`config.mk`:
```
export PLATFORM = sky130hd
export DESIGN_NAME = button_seq_player
export DESIGN_NICKNAME = d
export VERILOG_FILES = /design/src/rtl/button_seq_player_pkg.sv /design/src/rtl/button_seq_player_timer.sv /design/src/rtl/button_seq_player.sv
export SDC_FILE = /design/constraint.sdc
export NUM_CORES = 1
export LEC_CHECK = 0
export BUFFER_PORTS_ARGS = -buffer_cell sky130_fd_sc_hd__buf_2
export CAP_MARGIN = 10
export CORE_MARGIN = 2
export CORE_UTILIZATION = 40
export DETAILED_ROUTE_END_ITERATION = 7
export PLACE_DENSITY_LB_ADDON = 0.12
export SYNTH_ARGS = -nofsm -noshare
export SYNTH_HDL_FRONTEND = slang
export SYNTH_SLANG_ARGS = --single-unit
export TNS_END_PERCENT = 30
```
`constraint.sdc`:
```
create_clock -name clk_div -period 1.9 [get_ports clk_div]
set_input_delay 0.285 -clock clk_div [delete_from_list [all_inputs] [get_ports clk_div]]
set_output_delay 0.285 -clock clk_div [all_outputs]
set_load 0.005 [all_outputs]
```
`src/rtl/button_seq_player_pkg.sv`:
```
// Shared encodings for the button sequence player: FSM states, active-low
// button drive codes, symbol values and the lock's correct combination.
package button_seq_player_pkg;

   typedef enum logic [1:0] {
      ST_IDLE  = 2'd0,
      ST_PRESS = 2'd1,
      ST_GAP   = 2'd2
   } state_e;

   localparam logic [1:0] BTN_IDLE  = 2'b11;
   localparam logic [1:0] BTN_A_LOW = 2'b10;
   localparam logic [1:0] BTN_B_LOW = 2'b01;

   localparam logic SYM_A = 1'b0;
   localparam logic SYM_B = 1'b1;

   // Lock combination B,A,A,B,A packed LSB-first
   localparam logic [7:0] LOCK_SEQ_BITS = 8'h09;
   localparam logic [3:0] LOCK_SEQ_LEN  = 4'd5;

   function automatic logic [1:0] sym_to_btn(input logic sym);
      logic [1:0] btn;
      if (sym == SYM_B) begin
         btn = BTN_B_LOW;
      end else begin
         btn = BTN_A_LOW;
      end
      return btn;
   endfunction

endpackage

```
`src/rtl/button_seq_player_timer.sv`:
```
// Phase timer shared by the press and gap phases: clear, increment and a
// terminal-count flag at a limit chosen by the caller each cycle.
module seq_phase_timer #(
   parameter int CNT_W = 8
) (
   input  logic             clk_div,
   input  logic             reset,
   input  logic             i_clear,
   input  logic             i_inc,
   input  logic [CNT_W-1:0] i_limit,
   output logic             o_tc
);

   logic [CNT_W-1:0] r_count;

   // Phase counter; clear takes priority over increment
   always_ff @(posedge clk_div or negedge reset) begin
      if (!reset) begin
         r_count <= '0;
      end else if (i_clear) begin
         r_count <= '0;
      end else if (i_inc) begin
         r_count <= r_count + CNT_W'(1);
      end else begin
         r_count <= r_count;
      end
   end

   assign o_tc = (r_count == i_limit);

endmodule

```
`src/rtl/button_seq_player.sv`:
```
// Replays a latched sequence of A/B presses onto two active-low button lines,
// timed so a 16-sample debouncer sees exactly one press per symbol.
module button_seq_player
   import button_seq_player_pkg::*;
#(
   parameter int SEQ_MAX  = 8,
   parameter int HOLD_CYC = 20,
   parameter int GAP_CYC  = 20,
   parameter int CNT_W    = 8
) (
   input  logic               clk_div,
   input  logic               reset,
   input  logic               start,
   input  logic               abort,
   input  logic [3:0]         seq_len,
   input  logic [SEQ_MAX-1:0] seq_bits,
   output logic [1:0]         button_out,
   output logic               busy,
   output logic               done,
   output logic [2:0]         sym_idx
);

   localparam logic [3:0]       LEN_MAX  = 4'(SEQ_MAX);
   localparam logic [CNT_W-1:0] HOLD_LIM = CNT_W'(HOLD_CYC - 1);
   localparam logic [CNT_W-1:0] GAP_LIM  = CNT_W'(GAP_CYC - 1);

   state_e             r_state;
   logic [1:0]         r_btn;
   logic               r_busy;
   logic               r_done;
   logic [2:0]         r_sym_idx;
   logic [SEQ_MAX-1:0] r_bits;
   logic [3:0]         r_len;

   logic [3:0]         w_len_clamp;
   logic [2:0]         w_next_idx;
   logic               w_last;
   logic               w_tc;
   logic               w_tmr_clear;
   logic               w_tmr_inc;
   logic [CNT_W-1:0]   w_limit;

   // Oversized lengths play the full sequence register
   always_comb begin
      w_len_clamp = seq_len;
      if (seq_len > LEN_MAX) begin
         w_len_clamp = LEN_MAX;
      end else begin
         w_len_clamp = seq_len;
      end
   end

   assign w_next_idx = r_sym_idx + 3'd1;
   assign w_last     = ({1'b0, r_sym_idx} == (r_len - 4'd1));

   // Timer control: counts only while a phase is running, restarts at each boundary
   always_comb begin
      w_limit     = HOLD_LIM;
      w_tmr_inc   = 1'b0;
      w_tmr_clear = 1'b1;
      case (r_state)
         ST_PRESS: begin
            w_limit     = HOLD_LIM;
            w_tmr_inc   = 1'b1;
            w_tmr_clear = abort | w_tc;
         end
         ST_GAP: begin
            w_limit     = GAP_LIM;
            w_tmr_inc   = 1'b1;
            w_tmr_clear = abort | w_tc;
         end
         default: begin
            w_limit     = HOLD_LIM;
            w_tmr_inc   = 1'b0;
            w_tmr_clear = 1'b1;
         end
      endcase
   end

   seq_phase_timer #(
      .CNT_W (CNT_W)
   ) u_timer (
      .clk_div (clk_div),
      .reset   (reset),
      .i_clear (w_tmr_clear),
      .i_inc   (w_tmr_inc),
      .i_limit (w_limit),
      .o_tc    (w_tc)
   );

   // Playback FSM with registered button drive and status
   always_ff @(posedge clk_div or negedge reset) begin
      if (!reset) begin
         r_state   <= ST_IDLE;
         r_btn     <= BTN_IDLE;
         r_busy    <= 1'b0;
         r_done    <= 1'b0;
         r_sym_idx <= 3'd0;
         r_bits    <= '0;
         r_len     <= 4'd0;
      end else if (abort) begin
         r_state   <= ST_IDLE;
         r_btn     <= BTN_IDLE;
         r_busy    <= 1'b0;
         r_done    <= 1'b0;
         r_sym_idx <= 3'd0;
      end else begin
         r_done <= 1'b0;
         case (r_state)
            ST_IDLE: begin
               if (start) begin
                  if (w_len_clamp != 4'd0) begin
                     r_bits    <= seq_bits;
                     r_len     <= w_len_clamp;
                     r_sym_idx <= 3'd0;
                     r_busy    <= 1'b1;
                     r_state   <= ST_PRESS;
                     r_btn     <= sym_to_btn(seq_bits[0]);
                  end else begin
                     r_done <= 1'b1;
                  end
               end
            end
            ST_PRESS: begin
               if (w_tc) begin
                  r_btn   <= BTN_IDLE;
                  r_state <= ST_GAP;
               end
            end
            ST_GAP: begin
               if (w_tc) begin
                  if (w_last) begin
                     r_state <= ST_IDLE;
                     r_busy  <= 1'b0;
                     r_done  <= 1'b1;
                  end else begin
                     r_sym_idx <= w_next_idx;
                     r_state   <= ST_PRESS;
                     r_btn     <= sym_to_btn(r_bits[w_next_idx]);
                  end
               end
            end
            default: begin
               r_state   <= ST_IDLE;
               r_btn     <= BTN_IDLE;
               r_busy    <= 1'b0;
               r_sym_idx <= 3'd0;
            end
         endcase
      end
   end

   assign button_out = r_btn;
   assign busy       = r_busy;
   assign done       = r_done;
   assign sym_idx    = r_sym_idx;

endmodule

```
==> reports/metrics.cfg <==
[critical_path]
crit_start = r_len[1]$_DFFE_PN0P_
crit_type = reg2reg
cp_slowest_cell = or4_4
r2r-start = r_len[1]$_DFFE_PN0P_
start_kind = flop
cp_data_required_time_ns = 2.09
arrival_ns = 2.09
crit_path_end_kind = flop
slowest_delay_ns = 0.49
crit_fanout = 2
cp_cell_sequence = inv_2, ha_2, xor2_1, o211a_1, and2_4, or4_4, a31oi_4

[final_layout]
filler_cell_count = 339
final_core_util_pct = 56.1
final_common_cell = dfrtp_1
layout_common_cells = 26 x dfrtp_1, 25 x buf_4, 22 x buf_2
diodes = 0
areaGrowthSynthToFinish_pct = 32.2
fin_nets = 225
drive_gt1_share_pct = 42.4

[floorplanning]
io_pins = 23
die_w_um = 67.0
coreArea_mm2 = 0.00374
num_rows = 22
start_util_pct = 42.4
die_area_mm2 = 0.00449
fp.dieH_um = 67.0

[yosys]
synth_top_family_by_area = simple AND/OR/NAND/NOR gates
synth.area.mux_share_pct = 10.5
ys_ff_latch = 29
seq_area_frac_synth_pct = 45.8
synth_enable_flop_cells = 0
syn_avg_cell_area_um2 = 10.5
syn-cell-area_mm2 = 0.00159
syn-num-nets = 175
synth-main-ff-cell = dfrtp_1
synthAdderAreaFrac_pct = 5.51
yosys_warnings = 0
syn_inst = 152
yosysUniqueCellTypes = 43
synth_xor_area_share_pct = 4.96
synth-compound-area-share_pct = 12.8
synth-simple-area-share_pct = 17.2
synth_async_sr_flop_share_pct = 100

[detailed_routing]
vias = 1346
avgViaCountPerCell = 5.36
antenna_left = 0
drt_pass1_iterations = 4
drc_errors = 0
drt_iter0_drc = 103
wl_um = 3810
post_drt_wl_per_cell_um = 15.2

[cts]
cts.htree.levels = 2
cts_buffer_depth = 2
clk_pin_slew_ns = 0.06
clockRootBuffer = clkbuf_8
cts.sinks = 29
cts_tree = built
cts_buffers = 5
clock_latency_ns = 0.27

[global_route]
grt_pass1_wl_um = 6370
grtUsageTotal_pct = 19.2
grt_overflow = 0
antenna_found_initial = 0
grt_pass1_vias = 1376
grt_max_degree = 30

[timing]
maxSlewViolCount = 0
tightest_slew_ns = 0.634
rsz0062_at_grt = true
hold_violations = 0
relSlewSlack_pct = 57.7
max_freq_mhz = 527
period_needed_ns = 1.90
finalSetupViolCount = 0
fin_crit_sh_pct = 99.9
finClkSkew_ns = 0.00699

[pwr]
power.total_w = 0.00278
p_leak_nw = 0.964
p_per_area_mw_per_mm2 = 1320
ir_drop_v = 0.000625

[status]
status = finished clean

[place]
globalplace.congestion = 0.816
io_buffers = 22
dp_hpwl_um = 2740

[run]
maxCapViolCount = 0

[hold_path]
hold_path.class = in2async

[path summary, 6_finish.rpt]
| path | slack, ns | endpoint | cells past startpoint |
|---|---|---|---|
| min in group clk_div | 0.24 | r_bits[5]$_DFFE_PN0P_ | 2 |
| worst max-delay path | 0.001 | sym_idx[0]$_DFFE_PN0P_ | 7 |
| worst min register to register | 0.50 | u_timer.r_count[0]$_DFFE_PN0P_ | 1 |
| max in group asynchronous | 1.42 | sym_idx[0]$_DFFE_PN0P_ | 1 |
| worst min-delay path | 0.02 | done$_DFF_PN0_ | 1 |
| worst max register to register | 0.001 | sym_idx[0]$_DFFE_PN0P_ | 7 |
[registers in the layout, summed over array words and instances, names as in the netlist]
signal and count:
u_timer.r_count 8, r_len 4, r_bits 8, done 1, button_out 2, r_state 2, sym_idx 3, busy 1
[report_power, final]
group | internal, W | switching (W) | total (W) | leakage (nW)
combinational | 0.000648 | 0.000625 | 0.00127 | 0.539
clock | 0.000327 | 0.000225 | 0.000552 | 0.0542
sequential | 0.000817 | 0.000135 | 0.000953 | 0.371
total | 0.00179 | 0.000986 | 0.00278 | 0.964
[cells by family (layout without fill, tap and decap cells)]
| logic type | Yosys count | in the layout |
|---|---|---|
| DFF | 29 | 29 |
| and+or+nand+nor | 50 | 50 |
| muxes | 13 | 13 |
| buffers and inverters | 13 | 64 |
| xor gates and xnor gates | 9 | 9 |
| AOI/OAI and AO/OA | 31 | 31 |
| adders and majority gates | 7 | 7 |
[routing by layer]
layer  part of all wire [%]  global-route usage (%)
met1                     45                    24.0
met2                     50                    32.2
met3                    3.4                    5.07
met4                    1.6                    6.12
met5                      0                       0
[synthesized netlist by cell type, drive strengths merged, types with 2 or more instances]
cell | number | share of area (%)
a2111oi | 2 | 1.1
a21oi | 8 | 2.5
and2 | 2 | 0.95
buf | 2 | 0.63
clkbuf | 2 | 0.47
dfrtp | 27 | 43
dfstp | 2 | 3.3
ha | 7 | 5.5
inv | 9 | 2.1
mux2 | 9 | 6.4
mux2i | 2 | 1.3
mux4 | 2 | 2.8
nand2 | 9 | 2.1
nand3 | 5 | 1.6
nand3b | 3 | 1.4
nand4 | 5 | 2.0
nor2 | 12 | 2.8
nor2b | 3 | 1.2
nor3 | 2 | 0.63
nor4 | 3 | 1.6
o21ai | 9 | 2.8
xnor2 | 3 | 1.7
xor2 | 6 | 3.3
[worst max-delay path, delay by kind of cell (launching register included)]
kind / cells / cell delay, ns
fa+ha+maj: 1 / 0.26
buf+inv: 1 / 0.07
xor+xnor: 1 / 0.15
flops: 1 / 0.40
compound gates: 2 / 0.31
simple gates: 2 / 0.63
[area by class of cell]
cell class | instances | area [um^2] | area share (%)
flip-flops and latches | 29 | 729 | 34.7
inverters | 9 | 33.8 | 1.61
multi-input cells | 110 | 878 | 41.8
repair buffers | 47 | 298 | 14.2
clock inverters | 1 | 5.00 | 0.238
well taps | 48 | 60.1 | 2.86
clock buffers | 7 | 96.3 | 4.59
[timing repair]
item                                    4_1_cts  5_1_grt
endpoints found under the setup margin        2        5
gates resized for setup                       1       16
buffers inserted                              1        4
pin swaps                                     1        4
hold buffers                                  0        0
[metrics by stage]
step                setup slack (ns)  std cells  TNS [ns]  cell area [um^2]  hold WS [ns]
floorplan                     0.0253        152         0              1590       -0.0106
global placement              0.0281        238         0              1900         0.343
detailed placement           0.00170        238         0              1900         0.353
CTS                           0.0142        247         0              2010        0.0495
global route                 -0.0455        251   -0.0914              2100        0.0649
finish                       0.00116        251         0              2100        0.0215
No activity file was read; power rests on OpenSTA's default activity.
